<file path="src/rtl/mem_port_arbiter.sv">
// Two-requester arbiter (instruction fetch + data load/store) sharing one
// single-port memory with a fixed read latency; at most one read in flight.
module mem_port_arbiter #(
  parameter int ADDR_W  = 9,
  parameter int DATA_W  = 32,
  parameter int MEM_LAT = 2
) (
  input  logic                  clk,
  input  logic                  reset,
  // fetch requester
  input  logic                  if_req,
  input  logic [ADDR_W-1:0]     if_addr,
  output logic                  if_gnt,
  output logic                  if_rvalid,
  output logic [DATA_W-1:0]     if_rdata,
  // data requester
  input  logic                  d_req,
  input  logic                  d_we,
  input  logic [ADDR_W-1:0]     d_addr,
  input  logic [DATA_W-1:0]     d_wdata,
  input  logic [DATA_W/8-1:0]   d_be,
  output logic                  d_gnt,
  output logic                  d_rvalid,
  output logic [DATA_W-1:0]     d_rdata,
  // memory port
  output logic                  mem_en,
  output logic                  mem_we,
  output logic [ADDR_W-1:0]     mem_addr,
  output logic [DATA_W-1:0]     mem_wdata,
  output logic [DATA_W/8-1:0]   mem_be,
  input  logic [DATA_W-1:0]     mem_rdata
);

  localparam int         BE_W     = DATA_W / 8;
  localparam logic [2:0] LAT_INIT = 3'(MEM_LAT);
  localparam logic [1:0] HIST_MAX = 2'd2;

  typedef enum logic {IDLE = 1'b0, RD_WAIT = 1'b1} state_t;

  state_t      state_q, state_d;
  logic [2:0]  cnt_q, cnt_d;
  logic        owner_q, owner_d;   // 1 = data owns the outstanding read
  logic [1:0]  hist_q, hist_d;     // consecutive data grants, saturating

  logic        grant_ok_s;
  logic        rvalid_fire_s;
  logic        sel_data_s;
  logic        sel_fetch_s;

  // Both requesters see the raw memory data; rvalid alone qualifies it.
  assign if_rdata = mem_rdata;
  assign d_rdata  = mem_rdata;

  // State, latency counter, read owner and data-grant history registers.
  always_ff @(posedge clk) begin
    if (reset) begin
      state_q <= IDLE;
      cnt_q   <= 3'd0;
      owner_q <= 1'b0;
      hist_q  <= 2'd0;
    end else begin
      state_q <= state_d;
      cnt_q   <= cnt_d;
      owner_q <= owner_d;
      hist_q  <= hist_d;
    end
  end

  // Arbitration, next-state and memory-port drive.
  always_comb begin
    state_d       = state_q;
    cnt_d         = cnt_q;
    owner_d       = owner_q;
    hist_d        = hist_q;
    grant_ok_s    = 1'b0;
    rvalid_fire_s = 1'b0;
    if_gnt        = 1'b0;
    d_gnt         = 1'b0;
    if_rvalid     = 1'b0;
    d_rvalid      = 1'b0;
    mem_en        = 1'b0;
    mem_we        = 1'b0;
    mem_addr      = '0;
    mem_wdata     = '0;
    mem_be        = '0;

    case (state_q)
      IDLE: begin
        grant_ok_s = 1'b1;
      end
      RD_WAIT: begin
        if (cnt_q <= 3'd1) begin
          // final latency cycle: deliver data and allow a back-to-back grant
          rvalid_fire_s = 1'b1;
          grant_ok_s    = 1'b1;
          state_d       = IDLE;
          cnt_d         = 3'd0;
        end else begin
          cnt_d = cnt_q - 3'd1;
        end
      end
      default: begin
        state_d = IDLE;
        cnt_d   = 3'd0;
      end
    endcase

    // Fetch overrides data only after two data grants in a row.
    sel_data_s  = d_req && !(if_req && (hist_q == HIST_MAX));
    sel_fetch_s = if_req && !sel_data_s;

    if (grant_ok_s && sel_data_s) begin
      d_gnt     = 1'b1;
      mem_en    = 1'b1;
      mem_we    = d_we;
      mem_addr  = d_addr;
      mem_wdata = d_wdata;
      hist_d    = (hist_q == HIST_MAX) ? HIST_MAX : (hist_q + 2'd1);
      if (d_we) begin
        mem_be = d_be;
      end else begin
        mem_be  = {BE_W{1'b1}};
        state_d = RD_WAIT;
        cnt_d   = LAT_INIT;
        owner_d = 1'b1;
      end
    end else if (grant_ok_s && sel_fetch_s) begin
      if_gnt   = 1'b1;
      mem_en   = 1'b1;
      mem_addr = if_addr;
      mem_be   = {BE_W{1'b1}};
      hist_d   = 2'd0;
      state_d  = RD_WAIT;
      cnt_d    = LAT_INIT;
      owner_d  = 1'b0;
    end else begin
      hist_d = hist_q;
    end

    if (rvalid_fire_s) begin
      if_rvalid = !owner_q;
      d_rvalid  = owner_q;
    end else begin
      if_rvalid = 1'b0;
      d_rvalid  = 1'b0;
    end

    // Strobes are forced quiet while reset is held.
    if (reset) begin
      if_gnt    = 1'b0;
      d_gnt     = 1'b0;
      if_rvalid = 1'b0;
      d_rvalid  = 1'b0;
      mem_en    = 1'b0;
      mem_we    = 1'b0;
    end else begin
      mem_en = mem_en;
    end
  end

endmodule

</file>
<file path="config.mk">
export PLATFORM = sky130hd
export DESIGN_NAME = mem_port_arbiter
export DESIGN_NICKNAME = d
export VERILOG_FILES = /design/src/rtl/mem_port_arbiter.sv
export SDC_FILE = /design/constraint.sdc
export NUM_CORES = 1
export LEC_CHECK = 0
export ABC_AREA = 0
export CORE_MARGIN = 3
export CORE_UTILIZATION = 24
export CTS_CLUSTER_SIZE = 12
export DETAILED_ROUTE_END_ITERATION = 10
export PLACE_DENSITY_LB_ADDON = 0.05
export SYNTH_ARGS = -nofsm -noshare
export SYNTH_HDL_FRONTEND = slang
export SYNTH_SLANG_ARGS = --single-unit
</file>
<file path="constraint.sdc">
create_clock -name clk -period 5 [get_ports clk]
set_input_delay 1.5 -clock clk [delete_from_list [all_inputs] [get_ports clk]]
set_output_delay 1.5 -clock clk [all_outputs]
set_load 0.03 [all_outputs]
</file>
==> results_dict.tcl <==
set metrics [dict create \
    synth_top_cell_area_share 0.378 \
    synth_top_family_by_area "buffers and inverters" \
    post_cts_resized 0 \
    power_density_nw_per_um2 196 \
    relSlewSlack 0.759 \
    drt-total-wl_um 4200 \
    synthMuxAreaShare 0 \
    syn_area_per_cell_sq_um 7.60 \
    end_kind "output pin" \
    synth_cell_types 35 \
    synth_seq_cells 7 \
    design_area_sq_um 1910 \
    overflow 0 \
    grt_pass1_wl_um 6210 \
    maxCapViolations 0 \
    timing.rr.end "cnt_q[0]" \
    worstSetupPathType "input port to output pin" \
    synth-simple-area-share 0.255 \
    cts_tree "built" \
    reg2reg_slack_ns 3.40 \
    drc 0 \
    port_buffers 109 \
    period_needed_ns 4.76 \
    synth_xor_area_frac 0.0136 \
    netlist_top_cells_count "65 x buf_4, 32 x and3_1, 7 x dfxtp_1, 6 x a22o_2, 6 x clkbuf_1" \
    syn_to_final_growth_pct 47.9 \
    synth.most_common_cell "buf_4" \
    syn-instance-count 170 \
    yosys.area_share.adder 0.0290 \
    r2r-start "hist_q[0]" \
    start_kind "input port" \
    viasPerCell 4.49 \
    grt_max_degree 38 \
    worstHoldStart "hist_q[0]" \
    tightest_slew_ns 0.362 \
    fin_crit_sh 0.952 \
    core_sq_um 5170 \
    synth_compound_area_frac 0.168 \
    final_hold_viol_count 0 \
    ios 206 \
    cts-htree-levels 1 \
    rows 26 \
    fmax_mhz 210 \
    wl_per_cell_um 14.9 \
    place.gp.congestion 0.762 \
    vias 1265 \
    drt-initial-drc-count 29 \
    postPlaceCellArea_sq_um 1870 \
    yosysTopAreaCell "buf_4" \
    place_hpwl_um 3500 \
    cts_hold_buf 0 \
    leakage_nw 0.895 \
    grt_usage 0.125 \
    skew_ns 0.00675 \
    min_path_cells 2 \
    synthFlopType "dfxtp_1" \
    worst-path-max-fanout 5 \
    hold_class "register to register" \
    async_flop_share 0 \
    drv_slew 0 \
    yosys-top-cells-area "buf_4 38%, and3_1 15%, dfxtp_1 11%" \
    synth_edf_count 0 \
    max-vdd-ir-drop_mv 0.0928 \
    drive_gt1_frac 0.288 \
    register_area_sq_um 140 \
    clockBufferDepth 2 \
    hold_end "hist_q[0]" \
    clkTransAtPathRegs_ns 0.04 \
    root_buffer "clkbuf_8" \
    syn_nets 264 \
    synth_area_sq_um 1290 \
    ant_nets 0 \
    fp.dieH_um 79.4 \
    rsz0062_at_grt "no" \
    first_pass_iters 4 \
    status "finished, final reports clean" \
    fill_cells 513 \
    cts.sinks 7 \
    arrival_ns 3.26 \
    layout.nets 307 \
    fin_tns_setup_ns 0 \
    fin_util 0.370 \
    insertion_delay_ns 0.22 \
    cts_buffers 3 \
    die_w_um 79.4 \
    multiInputGateArea_sq_um 602 \
    worst_r2r_path_depth 6 \
    diodes 0 \
    dieArea_sq_um 6300 \
    grt_pass1_vias 1259 \
    yosysSeqAreaShare 0.108 \
    setup_viol 0 \
    antenna_found_initial 0 \
    start_util 0.250 \
    required_ns 3.50 \
    postCtsSetupBuffers 0 \
    ys_warn_count 0 \
]
worst max path at each step:
| stage | end | from | cells after the start | slack, ns |
|---|---|---|---|---|
| finish | mem_be[1] | if_req | 5 | 0.24 |
| global route | mem_be[3] | if_req | 5 | 0.07 |
| detailed placement | mem_be[1] | if_req | 5 | 0.23 |
| CTS | mem_be[1] | if_req | 5 | 0.23 |
| global placement | mem_be[0] | if_req | 5 | 0.27 |
| floorplan | d_rvalid | reset | 2 | 0.85 |
cell families (layout without fill, tap and decap cells):
family	Yosys count	in the layout
XOR/XNOR	2	2
buffers and inverters	79	121
flip-flops	7	7
adder cells (fa/ha/maj)	3	3
AO/OA/AOI/OAI	27	27
AND/OR/NAND/NOR	52	52
power by group:
| group | switching (W) | internal, W | leakage (nW) |
|---|---|---|---|
| clock | 0.0000224 | 0.0000550 | 0.0228 |
| combinational | 0.000119 | 0.000113 | 0.815 |
| sequential | 0.00000526 | 0.0000608 | 0.0576 |
stage by stage:
step	hold WS, ns	cells	total power, W	worst slack (ns)
2_1_floorplan	0.454	170	0.000288	0.852
3_3_place_gp	0.482	278	0.000300	0.271
3_5_place_dp	0.499	278	0.000301	0.230
4_1_cts	0.504	282	0.000379	0.230
5_1_grt	0.535	282	0.000398	0.0676
6_report	0.496	282	0.000375	0.242
worst max-delay path, cell delays in order:
cell and delay, ns:
clkdlybuf4s50_1 0.59, nor2_1 0.13, nor2_1 0.21, o21a_1 0.16, clkdlybuf4s50_1 0.67
routing by layer:
layer	vias up	global-route usage	part of all wire
met4	0	0.0601	0.026
met1	530	0.0957	0.31
li1	604	-	-
met5	-	0	0
met2	115	0.244	0.50
met3	16	0.0734	0.17
sequential cells by signal, summed over array words and instances (netlist names):
| signal | flops |
|---|---|
| hist_q | 2 |
| cnt_q | 3 |
| state_q | 1 |
| owner_q | 1 |
layout by cell type (no fill, tap or decap), types with 2 or more instances in the layout:
| master | instances |
|---|---|
| dfxtp_1 | 7 |
| o21ai_0 | 2 |
| nor2_1 | 4 |
| nor4_1 | 2 |
| a22o_2 | 6 |
| o21a_1 | 5 |
| clkbuf_8 | 3 |
| and3_1 | 32 |
| a22o_1 | 3 |
| clkdlybuf4s50_1 | 66 |
| buf_4 | 45 |
| a31oi_1 | 2 |
| inv_1 | 5 |
| ha_1 | 3 |
| nand3_1 | 4 |
| a21oi_1 | 4 |
cell type report:
class / count / share of cell area
Timing Repair Buffer: 112 / 0.533
Clock buffer: 4 / 0.0236
Tap cell: 70 / 0.0458
Sequential cell: 7 / 0.0733
Multi-Input combinational cell: 84 / 0.315
Inverter: 5 / 0.00982
No activity file was read; power rests on OpenSTA's default activity.
